File: config.mk
export PLATFORM = sky130hd
export DESIGN_NAME = hiscore_port_arb
export DESIGN_NICKNAME = d
export VERILOG_FILES = /design/src/rtl/hiscore_pkg.sv /design/src/rtl/hs_wr_fifo.sv /design/src/rtl/hiscore_port_arb.sv
export SDC_FILE = /design/constraint.sdc
export NUM_CORES = 1
export LEC_CHECK = 0
export CAP_MARGIN = 0
export CELL_PAD_IN_SITES_DETAIL_PLACEMENT = 0
export CELL_PAD_IN_SITES_GLOBAL_PLACEMENT = 1
export CORE_AREA = 2 2 113 93
export CTS_CLUSTER_DIAMETER = 50
export CTS_CLUSTER_SIZE = 25
export DETAILED_ROUTE_END_ITERATION = 8
export DIE_AREA = 0 0 115 95
export HOLD_SLACK_MARGIN = 0.15
export PLACE_DENSITY_LB_ADDON = 0.08
export SETUP_SLACK_MARGIN = 0.2
export SLEW_MARGIN = 20
export SYNTH_ARGS = -nofsm -noshare
export SYNTH_HDL_FRONTEND = slang
export SYNTH_SLANG_ARGS = --single-unit
File: constraint.sdc
create_clock -name clk_sys -period 6 [get_ports clk_sys]
set_input_delay 1.8 -clock clk_sys [delete_from_list [all_inputs] [get_ports clk_sys]]
set_output_delay 1.8 -clock clk_sys [all_outputs]
set_load 0.1 [all_outputs]
File: src/rtl/hiscore_pkg.sv
// Shared types and default constants for the hiscore RAM port arbiter.
package hiscore_pkg;

   typedef enum logic [2:0] {
      IDLE,
      WAITP,
      DL,
      NV,
      PADH
   } state_t;

   typedef enum logic {
      OWN_DL,
      OWN_NV
   } owner_t;

   localparam int unsigned ADDR_W_DEF     = 6;
   localparam int unsigned FIFO_DEPTH_DEF = 4;
   localparam int unsigned PAD_DEF        = 2;
   localparam int unsigned TMO_DEF        = 65535;

   // Bits needed to hold a count of 0..n.
   function automatic int unsigned cnt_w(input int unsigned n);
      return (n < 2) ? 1 : $clog2(n + 1);
   endfunction

endpackage

File: src/rtl/hs_wr_fifo.sv
// Download write buffer: wrap-around pointers with an extra MSB to tell full from empty.
module hs_wr_fifo #(
   parameter int unsigned WIDTH = 14,
   parameter int unsigned DEPTH = 4
) (
   input  logic             clk_sys,
   input  logic             reset,
   input  logic             push,
   input  logic             pop,
   input  logic             flush,
   input  logic [WIDTH-1:0] wdata,
   output logic [WIDTH-1:0] rdata,
   output logic             empty,
   output logic             full,
   output logic             last,
   output logic             overflow
);

   localparam int unsigned AW = $clog2(DEPTH);

   logic [WIDTH-1:0] mem [DEPTH];
   logic [AW:0]      wr_ptr;
   logic [AW:0]      rd_ptr;
   logic [AW:0]      count;
   logic             do_push;
   logic             do_pop;

   assign count    = wr_ptr - rd_ptr;
   assign empty    = (count == '0);
   assign full     = (count == (AW+1)'(DEPTH));
   assign last     = (count == (AW+1)'(1));
   assign do_pop   = pop && !empty;
   // A pop in the same cycle frees the slot, so a push while full still lands.
   assign do_push  = push && (!full || do_pop);
   assign overflow = push && full && !do_pop;
   assign rdata    = mem[rd_ptr[AW-1:0]];

   always_ff @(posedge clk_sys or posedge reset) begin
      if (reset) begin
         wr_ptr <= '0;
         rd_ptr <= '0;
      end else if (flush) begin
         wr_ptr <= '0;
         rd_ptr <= '0;
      end else begin
         if (do_push) wr_ptr <= wr_ptr + (AW+1)'(1);
         if (do_pop)  rd_ptr <= rd_ptr + (AW+1)'(1);
      end
   end

   always_ff @(posedge clk_sys) begin
      if (do_push && !flush) mem[wr_ptr[AW-1:0]] <= wdata;
   end

endmodule

File: src/rtl/hiscore_port_arb.sv
// Arbitrates the game hiscore RAM between HPS nvram download and the nvram-dump
// requester, halting the game CPU around every access burst.
module hiscore_port_arb
   import hiscore_pkg::*;
#(
   parameter int unsigned ADDR_W     = ADDR_W_DEF,
   parameter int unsigned FIFO_DEPTH = FIFO_DEPTH_DEF,
   parameter int unsigned PAD        = PAD_DEF,
   parameter int unsigned TMO        = TMO_DEF
) (
   input  logic              clk_sys,
   input  logic              reset,
   input  logic              dl_active,
   input  logic              dl_wr,
   input  logic [ADDR_W-1:0] dl_addr,
   input  logic [7:0]        dl_data,
   input  logic              nv_req,
   input  logic              nv_we,
   input  logic [ADDR_W-1:0] nv_addr,
   input  logic [7:0]        nv_wdata,
   output logic              nv_gnt,
   output logic              nv_rvalid,
   output logic [7:0]        nv_rdata,
   input  logic              cpu_paused,
   output logic              pause_req,
   output logic [ADDR_W-1:0] ram_addr,
   output logic [7:0]        ram_wdata,
   output logic              ram_we,
   input  logic [7:0]        ram_rdata,
   output logic              err_o
);

   localparam int unsigned EW = ADDR_W + 8;
   localparam int unsigned TW = cnt_w(TMO);
   localparam int unsigned PW = cnt_w(PAD);

   state_t            state, state_n;
   owner_t            owner, owner_n;
   logic [TW-1:0]     tcnt, tcnt_n;
   logic [PW-1:0]     pcnt, pcnt_n;
   logic [ADDR_W-1:0] addr_q;
   logic [7:0]        wdata_q;

   logic              fifo_pop;
   logic              fifo_flush;
   logic              fifo_empty;
   logic              fifo_full;
   logic              fifo_last;
   logic              fifo_ovf;
   logic [EW-1:0]     fifo_head;
   logic [ADDR_W-1:0] head_addr;
   logic [7:0]        head_data;
   logic              tmo_hit;

   hs_wr_fifo #(
      .WIDTH (EW),
      .DEPTH (FIFO_DEPTH)
   ) u_fifo (
      .clk_sys  (clk_sys),
      .reset    (reset),
      .push     (dl_wr),
      .pop      (fifo_pop),
      .flush    (fifo_flush),
      .wdata    ({dl_addr, dl_data}),
      .rdata    (fifo_head),
      .empty    (fifo_empty),
      .full     (fifo_full),
      .last     (fifo_last),
      .overflow (fifo_ovf)
   );

   assign {head_addr, head_data} = fifo_head;
   assign pause_req = (state != IDLE);
   assign nv_rdata  = nv_rvalid ? ram_rdata : 8'h00;

   // Next state and RAM port steering; the port falls back to the held address/data.
   always_comb begin
      state_n    = state;
      owner_n    = owner;
      tcnt_n     = tcnt;
      pcnt_n     = pcnt;
      fifo_pop   = 1'b0;
      fifo_flush = 1'b0;
      tmo_hit    = 1'b0;
      nv_gnt     = 1'b0;
      ram_we     = 1'b0;
      ram_addr   = addr_q;
      ram_wdata  = wdata_q;
      case (state)
         IDLE: begin
            tcnt_n = '0;
            pcnt_n = '0;
            if (dl_active) begin
               state_n = WAITP;
               owner_n = OWN_DL;
            end else if (nv_req) begin
               state_n = WAITP;
               owner_n = OWN_NV;
            end
         end
         WAITP: begin
            pcnt_n = '0;
            if (cpu_paused) begin
               state_n = (owner == OWN_DL) ? DL : NV;
               tcnt_n  = '0;
            end else if (tcnt == TW'(TMO - 1)) begin
               state_n    = IDLE;
               tmo_hit    = 1'b1;
               fifo_flush = 1'b1;
               tcnt_n     = '0;
            end else begin
               tcnt_n = tcnt + TW'(1);
            end
         end
         DL: begin
            if (!cpu_paused) begin
               state_n = WAITP;
               tcnt_n  = '0;
            end else begin
               if (!fifo_empty) begin
                  fifo_pop  = 1'b1;
                  ram_we    = 1'b1;
                  ram_addr  = head_addr;
                  ram_wdata = head_data;
               end
               // Leave on the cycle the final entry goes out, not one later.
               if (!dl_active && !dl_wr && (fifo_empty || fifo_last)) begin
                  state_n = PADH;
                  pcnt_n  = '0;
               end
            end
         end
         NV: begin
            if (!cpu_paused) begin
               state_n = WAITP;
               tcnt_n  = '0;
            end else begin
               nv_gnt = nv_req;
               if (nv_req) begin
                  ram_we    = nv_we;
                  ram_addr  = nv_addr;
                  ram_wdata = nv_wdata;
               end
               if (dl_active) begin
                  state_n = DL;
                  owner_n = OWN_DL;
               end else if (!nv_req) begin
                  state_n = PADH;
                  pcnt_n  = '0;
               end
            end
         end
         PADH: begin
            if (dl_active || nv_req) begin
               owner_n = dl_active ? OWN_DL : OWN_NV;
               tcnt_n  = '0;
               if (!cpu_paused)    state_n = WAITP;
               else if (dl_active) state_n = DL;
               else                state_n = NV;
            end else if (pcnt == PW'(PAD - 1)) begin
               state_n = IDLE;
               pcnt_n  = '0;
            end else begin
               pcnt_n = pcnt + PW'(1);
            end
         end
         default: state_n = IDLE;
      endcase
   end

   always_ff @(posedge clk_sys or posedge reset) begin
      if (reset) begin
         state     <= IDLE;
         owner     <= OWN_DL;
         tcnt      <= '0;
         pcnt      <= '0;
         err_o     <= 1'b0;
         nv_rvalid <= 1'b0;
         addr_q    <= '0;
         wdata_q   <= '0;
      end else begin
         state     <= state_n;
         owner     <= owner_n;
         tcnt      <= tcnt_n;
         pcnt      <= pcnt_n;
         err_o     <= err_o | fifo_ovf | tmo_hit;
         nv_rvalid <= nv_gnt & ~nv_we;
         addr_q    <= ram_addr;
         wdata_q   <= ram_wdata;
      end
   end

endmodule
==> out/results.ini <==
[run_status]
status = completed

[cts]
cts_hold_buffers = 0
cts_sinks = 100
clk_latency_ps = 350
cts.clk_slew.worst_paths_ps = 70
post_cts_buffers = 0
root_buffer = clkbuf_16
cts_resized = 0
htree_levels = 3
cts_tree = done
cts-buffers-inserted = 9
clock_path_buffers = 2

[global_routing]
overflow = 0
grt_start_max_net_pins = 45
gr-usage-all-layers = 0.1884
antenna_found_initial = 0
grt_pass1_vias = 2942
grt_pass1_wl_um = 15320

[setup_path]
cpPeakStageDelay_ps = 650
end_kind = output pin
cp.required_ps = 4200
start_kind = primary input
crit_family = buffers and inverters
timing.rr.start = u_fifo.rd_ptr[1]$_DFFE_PP0P_
worst_path_max_delay_cell = clkdlybuf4s50_1
rr_endpoint = u_fifo.mem[2][0]$_DFFE_PP_
reg2reg_depth = 5
worstSetupPathType = in2out
path_cells = clkdlybuf4s50_1 -> nand2_1 -> or3_1 -> inv_4 -> a222oi_1 -> inv_1 -> buf_12
critPathBufInv = 4
critPathArrivalTime_ps = 3850
cp_max_fo = 16
ff2ff_setup_slack_ps = 2880

[sta]
slew_headroom = 0.3563
finClkSkew_ps = 9.607
slew_violations = 0
setup_viol = 0
finalHoldViolations = 0
period_minus_slack_ps = 5650
rsz0062_at_grt = false
fin_crit_sh = 0.9417
fin_ws_ps = 350.0
max_freq_mhz = 177.0
worst-slew-pin-transition_ps = 962.5
tns_ps = 0

[floorplan]
num_rows = 33
die_w_um = 115
die_h_um = 95
ioPinCount = 70
initial_utilization = 0.4580
dieArea_um2 = 10930
core-area_um2 = 9910

[hold_path]
hold_end = err_o$_DFF_PP0_
hp-class = reg2reg
min_path_cells = 1
hp-start = err_o$_DFF_PP0_

[synthesis]
yosysSeqAreaShare = 0.6132
yosys_warnings = 0
synth_cells = 334
ys_seq_elements = 100
ys_top_cells_by_count = 56 x edfxtp_1, 44 x dfrtp_1, 23 x inv_1, 23 x nor2_1, 22 x nand2_1
syn_nets = 386
avgSynthCellArea_um2 = 13.59
synth.area.top_cells = edfxtp_1 37%, dfrtp_1 24%, mux4_2 6.9%
synth_top_area_cell = edfxtp_1
yosysMostFrequentCell = edfxtp_1
synth-async-reset-ratio = 0.4400
syn_area_um2 = 4538
ys.flop_type = edfxtp_1
synth.top_cell.area_share = 0.3706
yosys.cell_types.count = 52
synth_edf_count = 56

[power_and_ir_drop]
seq_power_share = 0.326
p_per_area_nw_per_um2 = 544.3
power.internal_uw = 1799
power.switching_uw = 1340
vdd_drop_max_mv = 0.4552
clkPwrFrac = 0.194
swShare = 0.4270
p_leak_uw = 0.002275
pwr-share-comb = 0.481

[route]
vias = 2943
drtPass1Iterations = 5
antenna_left = 0
drt-total-wl_um = 9327
drtIter0Drc = 196
wl_per_cell_um = 17.63
vias_per_cell = 5.563
drc = 0

[cells_and_area]
fin_nets = 454
multi_input_area_um2 = 1568
layout-drive-gt1-share = 0.1720
area.sequential_um2 = 2783
antenna_cells = 0
nFillCells = 829
syn2layout_area_growth_pct = 27.10

[placement]
place_hpwl_um = 6070
io_buffers = 69
pre_cts_slack_ps = 239.2
gp_congestion = 0.8200

[run]
max_cap_viol_count = 0

==> metrics by stage <==
stage | hold WS [ps] | total power (uW) | util | instances | instance area, um2
3_5_place_dp | 474.0 | 2560 | 0.5496 | 513 | 5446
3_3_place_gp | 449.9 | 2545 | 0.5496 | 513 | 5446
5_1_grt | 510.9 | 3304 | 0.5821 | 529 | 5768
6_report | 480.7 | 3139 | 0.5821 | 529 | 5768
2_1_floorplan | 448.9 | 2091 | - | 334 | 4538
4_1_cts | 489.6 | 3174 | 0.5817 | 529 | 5764
==> placed cells by master, fill, tap and decap left out, drive strengths merged, types with 9 or more instances in the layout <==
cell type / Yosys / routed
o21ai: 12 / 12
nand3: 12 / 12
nand2: 23 / 23
clkbuf: 1 / 9
a222oi: 13 / 13
nor2: 23 / 23
inv: 24 / 26
mux4: 14 / 14
clkdlybuf4s50: 0 / 45
buf: 14 / 27
and2: 12 / 12
a21oi: 10 / 10
edfxtp: 56 / 56
dfrtp: 44 / 44
==> final cells by class <==
cell class / count / share of cell area
inverter: 24 / 0.01627
timing repair buffer: 72 / 0.1479
clock inverter: 7 / 0.01605
tap: 122 / 0.02646
multi-input combinational: 195 / 0.2718
sequential: 100 / 0.4824
clock buffer: 9 / 0.03905
==> power groups by stage <==
stage | Clock [uW] | Sequential (uW) | Combinational, uW
final | 608 | 1020 | 1510
after global routing | 650 | 1050 | 1610
after CTS | 623 | 1020 | 1530
after detailed placement | 0 | 1040 | 1520
after global placement | 0 | 1030 | 1510
after floorplan | 0 | 994 | 1100
==> logic make-up after synthesis <==
logic type               synth area share
adder cells (fa/ha/maj)           0.02647
buffers and inverters             0.04135
XOR/XNOR                          0.02261
flip-flops                         0.6132
AND/OR/NAND/NOR                    0.1161
multiplexers                      0.07858
AO/OA/AOI/OAI                      0.1017
==> per-layer routing <==
metal | vias to the layer above | part of all wire | GRT usage | wire [um]
li1 | 1392 | - | - | -
met1 | 1452 | 0.48 | 0.2696 | 4520
met2 | 90 | 0.44 | 0.2799 | 4090
met3 | 9 | 0.068 | 0.06675 | 632
met4 | 0 | 0.0088 | 0.03916 | 82
met5 | - | 0 | 0 | 0
==> state kept, by name, indices dropped and copies added (netlist names), 2 cells and up <==
signal	cells
u_fifo.mem	56
tcnt	16
wdata_q	8
addr_q	6
state	3
u_fifo.rd_ptr	3
u_fifo.wr_ptr	3
pcnt	2
==> worst max-delay path by stage <==
stage | from | cells after the start | endpoint
after floorplan | cpu_paused | 7 | ram_addr[3]
after global placement | cpu_paused | 7 | ram_wdata[1]
after detailed placement | cpu_paused | 7 | ram_wdata[1]
after CTS | cpu_paused | 7 | ram_wdata[1]
after global routing | cpu_paused | 7 | ram_wdata[7]
final | cpu_paused | 7 | ram_wdata[1]
No activity file was read; power rests on OpenSTA's default activity.
